## src/rtl/cpu_handshake_tx.sv

```systemverilog
// -----------------------------------------------------------------------------
// cpu_handshake_tx
//
// Transmit side of a four-phase req/ack link towards a slow peripheral.
// The CPU pushes words into a small FIFO; a sender FSM pops one word at a time,
// presents it on `dados` and raises `send`, then walks the full four-phase
// sequence (send up, ack up, send down, ack down) before taking the next word.
// If the peripheral never acknowledges within TIMEOUT cycles the word is
// dropped, `err_timeout` is raised and the FSM parks in ERR until software
// clears it with `clr_err`.
//
// Parameters
//   DATA_W   width of a transferred word
//   DEPTH    FIFO entries (power of two, >= 2)
//   TIMEOUT  max cycles spent in SEND waiting for ack (>= 1)
//
// Ports
//   clk          single clock, rising edge
//   rst          asynchronous, active-low reset
//   wr_en        push request (ignored when full unless a pop happens the same cycle)
//   wr_data      word to push
//   clr_err      leaves ERR and clears err_timeout (only honoured in ERR)
//   ack          peripheral acknowledge, asynchronous to clk
//   dados        registered word under transfer
//   send         registered request to the peripheral
//   full/empty   registered FIFO status
//   level        FIFO occupancy, 0..DEPTH
//   estado       FSM state: 00 IDLE, 01 SEND, 10 WAIT_REL, 11 ERR
//   err_timeout  sticky timeout flag
// -----------------------------------------------------------------------------
module cpu_handshake_tx #(
  parameter int DATA_W  = 4,
  parameter int DEPTH   = 4,
  parameter int TIMEOUT = 15
) (
  input  logic                   clk,
  input  logic                   rst,
  input  logic                   wr_en,
  input  logic [DATA_W-1:0]      wr_data,
  input  logic                   clr_err,
  input  logic                   ack,
  output logic [DATA_W-1:0]      dados,
  output logic                   send,
  output logic                   full,
  output logic                   empty,
  output logic [$clog2(DEPTH):0] level,
  output logic [1:0]             estado,
  output logic                   err_timeout
);

  localparam int PTR_W = $clog2(DEPTH);
  localparam int LVL_W = PTR_W + 1;
  localparam int CNT_W = $clog2(TIMEOUT + 1);

  typedef enum logic [1:0] {
    IDLE     = 2'b00,
    SEND     = 2'b01,
    WAIT_REL = 2'b10,
    ERR      = 2'b11
  } state_e;

  // ---------------------------------------------------------------------------
  // Acknowledge synchronizer. Only ack_s is allowed to reach the FSM.
  // ---------------------------------------------------------------------------
  logic ack_m;
  logic ack_s;

  // NOTE: state elements use non-blocking assignments so every flop samples
  // the pre-edge value of its inputs, regardless of process ordering.
  always_ff @(posedge clk or negedge rst) begin
    if (!rst) begin
      ack_m <= 1'b0;
      ack_s <= 1'b0;
    end else begin
      ack_m <= ack;
      ack_s <= ack_m;
    end
  end

  // ---------------------------------------------------------------------------
  // Transmit FIFO
  // ---------------------------------------------------------------------------
  logic [DATA_W-1:0] mem [DEPTH];
  logic [PTR_W-1:0]  wr_ptr;
  logic [PTR_W-1:0]  rd_ptr;
  logic [LVL_W-1:0]  level_d;
  logic              push_ok;
  logic              pop;

  // A pop implies the FIFO is non-empty, so a push landing on a full FIFO in
  // the same cycle as a pop reuses the slot being freed.
  assign push_ok = wr_en && (!full || pop);

  // NOTE: every signal assigned in always_comb gets a default first, so no
  // path through the block leaves it unassigned and no latch is inferred.
  always_comb begin
    level_d = level;
    if (push_ok && !pop) begin
      level_d = level + LVL_W'(1);
    end else if (!push_ok && pop) begin
      level_d = level - LVL_W'(1);
    end
  end

  // Pointers are PTR_W bits wide and DEPTH is a power of two, so they wrap
  // modulo DEPTH on their own.
  always_ff @(posedge clk or negedge rst) begin
    if (!rst) begin
      wr_ptr <= '0;
      rd_ptr <= '0;
      level  <= '0;
      full   <= 1'b0;
      empty  <= 1'b1;
    end else begin
      if (push_ok) begin
        wr_ptr <= wr_ptr + PTR_W'(1);
      end
      if (pop) begin
        rd_ptr <= rd_ptr + PTR_W'(1);
      end
      level <= level_d;
      full  <= (level_d == LVL_W'(DEPTH));
      empty <= (level_d == '0);
    end
  end

  // NOTE: the storage array has no reset; clearing the pointers and level
  // already discards its contents, and an entry is only read after it has
  // been written.
  always_ff @(posedge clk) begin
    if (push_ok) begin
      mem[wr_ptr] <= wr_data;
    end
  end

  // ---------------------------------------------------------------------------
  // Sender FSM
  // ---------------------------------------------------------------------------
  state_e           state_q;
  state_e           state_d;
  logic [CNT_W-1:0] cnt_q;
  logic [CNT_W-1:0] cnt_d;
  logic [CNT_W-1:0] cnt_inc;
  logic             timeout_hit;
  logic             send_d;
  logic             err_d;

  // cnt_q holds the number of completed SEND cycles; cnt_inc is the count
  // including the current one, so the timeout fires in the TIMEOUT-th cycle
  // spent in SEND and send drops exactly TIMEOUT cycles after it rose.
  assign cnt_inc     = cnt_q + CNT_W'(1);
  assign timeout_hit = (cnt_inc == CNT_W'(TIMEOUT));

  // State register
  always_ff @(posedge clk or negedge rst) begin
    if (!rst) begin
      state_q <= IDLE;
    end else begin
      state_q <= state_d;
    end
  end

  // Next-state logic
  always_comb begin
    state_d = state_q;
    case (state_q)
      // A still-high ack_s is left over from the previous transfer; wait for
      // it to fall so the new request is not acknowledged by a stale level.
      IDLE:     if (!empty && !ack_s) state_d = SEND;
      // ack wins a tie with the timeout.
      SEND:     if (ack_s)            state_d = WAIT_REL;
                else if (timeout_hit) state_d = ERR;
      WAIT_REL: if (!ack_s)           state_d = IDLE;
      ERR:      if (clr_err && !ack_s) state_d = IDLE;
    endcase
  end

  // Output logic: values to be registered at the coming edge
  always_comb begin
    pop    = 1'b0;
    send_d = 1'b0;
    err_d  = 1'b0;
    cnt_d  = '0;
    case (state_d)
      SEND:    send_d = 1'b1;
      ERR:     err_d  = 1'b1;
      default: ;
    endcase
    // Entering SEND takes the FIFO head; the counter restarts from zero.
    if (state_q == IDLE && state_d == SEND) begin
      pop = 1'b1;
    end
    if (state_q == SEND && state_d == SEND) begin
      cnt_d = cnt_inc;
    end
  end

  // Registered outputs and counter. dados only changes when a word is popped,
  // so it is stable from entry to SEND until the FSM leaves WAIT_REL.
  always_ff @(posedge clk or negedge rst) begin
    if (!rst) begin
      send        <= 1'b0;
      err_timeout <= 1'b0;
      cnt_q       <= '0;
      dados       <= '0;
    end else begin
      send        <= send_d;
      err_timeout <= err_d;
      cnt_q       <= cnt_d;
      if (pop) begin
        dados <= mem[rd_ptr];
      end
    end
  end

  assign estado = state_q;

endmodule

```

## config.mk

```make
export PLATFORM = sky130hd
export DESIGN_NAME = cpu_handshake_tx
export DESIGN_NICKNAME = d
export VERILOG_FILES = /design/src/rtl/cpu_handshake_tx.sv
export SDC_FILE = /design/constraint.sdc
export NUM_CORES = 1
export LEC_CHECK = 0
export BUFFER_PORTS_ARGS = -buffer_cell sky130_fd_sc_hd__buf_4
export CORE_ASPECT_RATIO = 0.8
export CORE_UTILIZATION = 31
export CTS_CLUSTER_SIZE = 10
export DETAILED_ROUTE_END_ITERATION = 10
export GPL_ROUTABILITY_DRIVEN = 1
export GPL_TIMING_DRIVEN = 1
export SKIP_CTS_REPAIR_TIMING = 1
export SLEW_MARGIN = 15
export SYNTH_ARGS = -nofsm -noshare
export SYNTH_HDL_FRONTEND = slang
export SYNTH_SLANG_ARGS = --single-unit
export TNS_END_PERCENT = 20
```

## constraint.sdc

```tcl
create_clock -name clk -period 2.7 [get_ports clk]
set_input_delay 0.54 -clock clk [delete_from_list [all_inputs] [get_ports clk]]
set_output_delay 0.54 -clock clk [all_outputs]
set_load 0.1 [all_outputs]
```

==> results of run 1 <==
-- state kept, by name, summed over array words and instances, names as in the netlist --
| signal | cells |
|---|---|
| ack_m | 1 |
| ack_s | 1 |
| cnt_q | 4 |
| dados | 4 |
| empty | 1 |
| err_timeout | 1 |
| estado | 2 |
| full | 1 |
| level | 3 |
| mem | 16 |
| rd_ptr | 2 |
| send | 1 |
| wr_ptr | 2 |
-- cell families after synthesis --
kind of cell | share of synthesized area, %
and+or+nand+nor | 12.9
DFF | 59.7
AOI/OAI and AO/OA | 8.33
buffers and inverters | 3.18
adders and majority gates | 5.65
xor gates and xnor gates | 3.39
muxes | 6.92
-- per-stage QoR --
step / util [%] / hold slack [ps]
2_1_floorplan: - / 244
3_3_place_gp: 36.7 / 357
3_5_place_dp: 36.7 / 357
4_1_cts: 38.7 / 138
5_1_grt: 38.7 / 147
6_report: 38.7 / 139
-- cell type report --
type	instances	area (µm²)
Fill cell	549	3350
Sequential cell	39	1060
Multi-Input combinational cell	83	658
Timing Repair Buffer	22	165
Tap cell	78	97.6
Clock buffer	5	68.8
Clock inverter	3	38.8
Inverter	8	30.0
-- placed cells by master (no fill, tap or decap), drive strengths merged, types with 2 or more instances in the layout --
master  netlist  final
mux4          4      4
inv           8      8
edfxtp       16     16
dfrtp        22     22
and2          5      5
clkbuf        1      5
nor2          6      6
xor2          2      2
mux2i         2      2
ha            8      8
a21boi        2      2
nor2b         2      2
nand3         2      2
o21ai         5      5
nand2b        4      4
xnor2         4      4
a211oi        4      4
nand2        17     17
clkinv        0      2
buf           2     22
nor3b         2      2
-- worst max-delay path, stage by stage (launching register included) --
cell and delay [ps]:
dfrtp_1 500, or4_4 650, a21boi_1 440, and2_1 300
-- path summary, 6_finish.rpt --
kind | from | cells past startpoint | slack, ps | to
max | estado[1]$_DFF_PN0_ | 3 | 510 | mem[1][1]$_DFFE_PP_
min | rst | 1 | 140 | err_timeout$_DFF_PN0_
max reg2reg | estado[1]$_DFF_PN0_ | 3 | 510 | mem[1][1]$_DFFE_PP_
min reg2reg | ack_m$_DFF_PN0_ | 0 | 370 | ack_s$_DFF_PN0_
max in group asynchronous | rst | 1 | 2280 | empty$_DFF_PN1_
min in group clk | ack | 1 | 360 | ack_m$_DFF_PN0_
-- per-layer routing --
| metal | vias to the layer above | track usage, % |
|---|---|---|
| li1 | 518 | - |
| met1 | 532 | 15.0 |
| met2 | 22 | 18.7 |
| met3 | 4 | 3.57 |
| met4 | 0 | 3.89 |
| met5 | - | 0 |
==> impl_metrics.ini, run 1 <==
[synthesis]
synth-seq-cells = 39
syn-instance-count = 133
syn_area_um2 = 1770
synth_fp_nets = 150
yosys_warnings = 0
yosysMostFrequentCell = dfrtp_1
ys_async_sr_fraction_pct = 59.0
synth_area_leaders = dfrtp_1 31%, edfxtp_1 27%, ha_1 5.6%
synth_edf_count = 16
synth_common_cells = 22 x dfrtp_1, 17 x nand2_1, 16 x edfxtp_1, 8 x ha_1, 8 x inv_1
synth_area_per_cell_um2 = 13.3
synth_top_area_share_pct = 31.1
ys.flop_type = dfrtp_1
synth-seq-area-share_pct = 59.7
ys_types = 39
synth_top_area_cell = dfrtp_1

[clock_network]
h-tree-depth = 2
clk_latency_ps = 280
cts_buffers = 5
cts_tree = done
clock-sinks = 39
cts_buffer_depth = 2
clock-root-buffer = clkbuf_8
clkTransAtPathRegs_ps = 80

[route]
wl_met1_um = 1430
drc = 0
vias = 1076
drtIter0Drc = 29
viasPerCell = 4.52
wl_met3_um = 112
wire_per_inst_um = 13.3
drtPass1Iterations = 4
top_layer_used = met4
drtAntennaViolNets = 0
wl_met2_um = 1600
drt_wl_total_um = 3170

[layout]
diodes = 0
final_nets = 176
synthToLayoutAreaGrowth_pct = 19.4
postLayoutCellArea_um2 = 2120
final_cells = 238
drive_above_1_share_pct = 26.3

[critical_path]
crit_type = flip-flop to flip-flop
cp-end-kind = flip-flop
cp_max_fo = 11
required_ps = 2680
worst_setup_path_start_kind = flip-flop
critPathArrivalTime_ps = 2180

[floorplanning]
rows = 24
die_y_um = 69.6
core-area_um2 = 5470
die_area_um2 = 6020
io_pins = 22
initial_core_util_pct = 32.4
die_x_um = 86.5

[job]
cap_violations = 0

[sta]
finalHoldViolCount = 0
setup_viol = 0
worst_slew_pin_slew_ps = 458
min_period_over_period_pct = 81.2
finalCriticalPeriod_ps = 2190
max_freq_ghz = 0.456
finalSetupTns_ps = 0
clock_skew_ps = 7.45
max-slew-margin-rel_pct = 69.4
setup_ws_ps = 507
slew_violations = 0
rsz0062_at_grt = no

[min_path]
hold_class = primary input to asynchronous set/reset pin

[global_route]
first_global_vias = 1125
antenna_found_initial = 0
grt_pass1_wl_um = 5290
grt_usage_pct = 11.7
grt_max_degree = 24
overflow = 0

[place]
gp_congestion = 0.753
hpwl_um = 2440
port_buffers = 21
dp_cells = 230
place_area_um2 = 2010
dp_slack_ps = 477

[outcome]
status = completed
Power of run 1 is not shown: default switching activity piles up to over one toggle a cycle in this logic, so the estimate is an artifact.
==> run 2: changes to the inputs <==
clock period = 1.91 ns   (was 2.7 ns; I/O delays follow)
==> impl_metrics.ini, run 2 (synthesis results as in run 1) <==
[outcome]
status = completed

[route]
drtIter0Drc = 52
wire_per_inst_um = 12.4
drtAntennaViolNets = 0
vias = 1074
drt_wl_total_um = 2990
viasPerCell = 4.44
drc = 0
drtPass1Iterations = 4

[global_route]
overflow = 0
met3_usage_pct = 2.74
antenna_found_initial = 0
grt_max_degree = 24
grt.met1_usage_pct = 14.3
grt_pass1_wl_um = 5230
grt_busiest_layer = met2
first_global_vias = 1103
grt_use_met2_pct = 19.0
grt_usage_pct = 11.4

[sta]
setup_viol = 0
finalCriticalPeriod_ps = 1810
setup_ws_ps = 98.6
max_freq_ghz = 0.552
clock_skew_ps = 7.86
slew_violations = 0
min_period_over_period_pct = 94.8
rsz0062_at_grt = no
finalSetupTns_ps = 0
worst_slew_pin_slew_ps = 504
max-slew-margin-rel_pct = 66.1
finalHoldViolCount = 0

[clock_network]
cts_buffer_depth = 2
clk_latency_ps = 280
clock-sinks = 39
cts_buffers = 5
h-tree-depth = 2
cts_tree = done
clkTransAtPathRegs_ps = 70
clock-root-buffer = clkbuf_8

[layout]
diodes = 0
mostFrequentLayoutCells = 25 x buf_4, 18 x dfrtp_1, 17 x nand2_1, 16 x edfxtp_1
largest_reg_flops = 16
final_nets = 180
reg_top3 = mem: 16 flops, cnt_q: 4 flops, dados: 4 flops
drive_above_1_share_pct = 32.3
utilization_pct = 39.4
layout_commonest_cell = buf_4
synthToLayoutAreaGrowth_pct = 21.4
top_register = mem

[critical_path]
rr_startpoint = estado[0]$_DFF_PN0_
required_ps = 1910
cp_max_fo = 9
worst_setup_path_start_kind = flip-flop
crit_path_start = estado[0]$_DFF_PN0_
critPathArrivalTime_ps = 1810
crit_type = flip-flop to flip-flop
cp-end-kind = flip-flop

[place]
dp_slack_ps = 92.4
port_buffers = 21
gp_congestion = 0.820
hpwl_um = 2280

[floorplanning]
io_pins = 22
die_y_um = 69.6
die_area_um2 = 6020
die_x_um = 86.5
initial_core_util_pct = 32.4
rows = 24
core-area_um2 = 5470

[job]
cap_violations = 0

[min_path]
worstHoldStart = ack
hold_class = primary input to flip-flop
==> run 2: final timing paths <==
kind	endpoint	slack [ps]	cells past startpoint
setup / recovery	mem[1][1]$_DFFE_PP_	100	3
max in group asynchronous	empty$_DFF_PN1_	1100	2
hold / removal	ack_m$_DFF_PN0_	210	1
min in group asynchronous	cnt_q[2]$_DFF_PN0_	520	2
setup reg to reg	mem[1][1]$_DFFE_PP_	100	3
hold reg to reg	ack_s$_DFF_PN0_	350	0
==> run 2: stage by stage <==
step	hold WS, ps	instance area (µm²)	instances
2_1_floorplan	86.4	1800	133
3_3_place_gp	287	2060	233
3_5_place_dp	295	2060	233
4_1_cts	-18.0	2140	241
5_1_grt	193	2150	242
6_report	205	2150	242
==> run 2: worst max-delay path, cell delays in order, from the launching register on <==
cell      delay (ps)
dfrtp_2          460
or4_4            650
a21boi_4         220
and2_4           200
==> run 2: per-layer routing <==
layer / up-vias / wire length, µm / share of wire [%]
li1: 528 / - / -
met4: 0 / 54 / 1.8
met1: 528 / 1360 / 45
met3: 5 / 87 / 2.9
met2: 13 / 1490 / 50
met5: - / 0 / 0
==> run 2: area by class of cell <==
type,instances,area (µm²)
tap,78,97.6
timing repair buffer,26,198
sequential,39,1060
multi-input combinational,83,679
clock inverter,1,5.00
clock buffer,7,76.3
inverter,8,30.0
fill,525,3310
Power of run 2 is left out for the same reason.
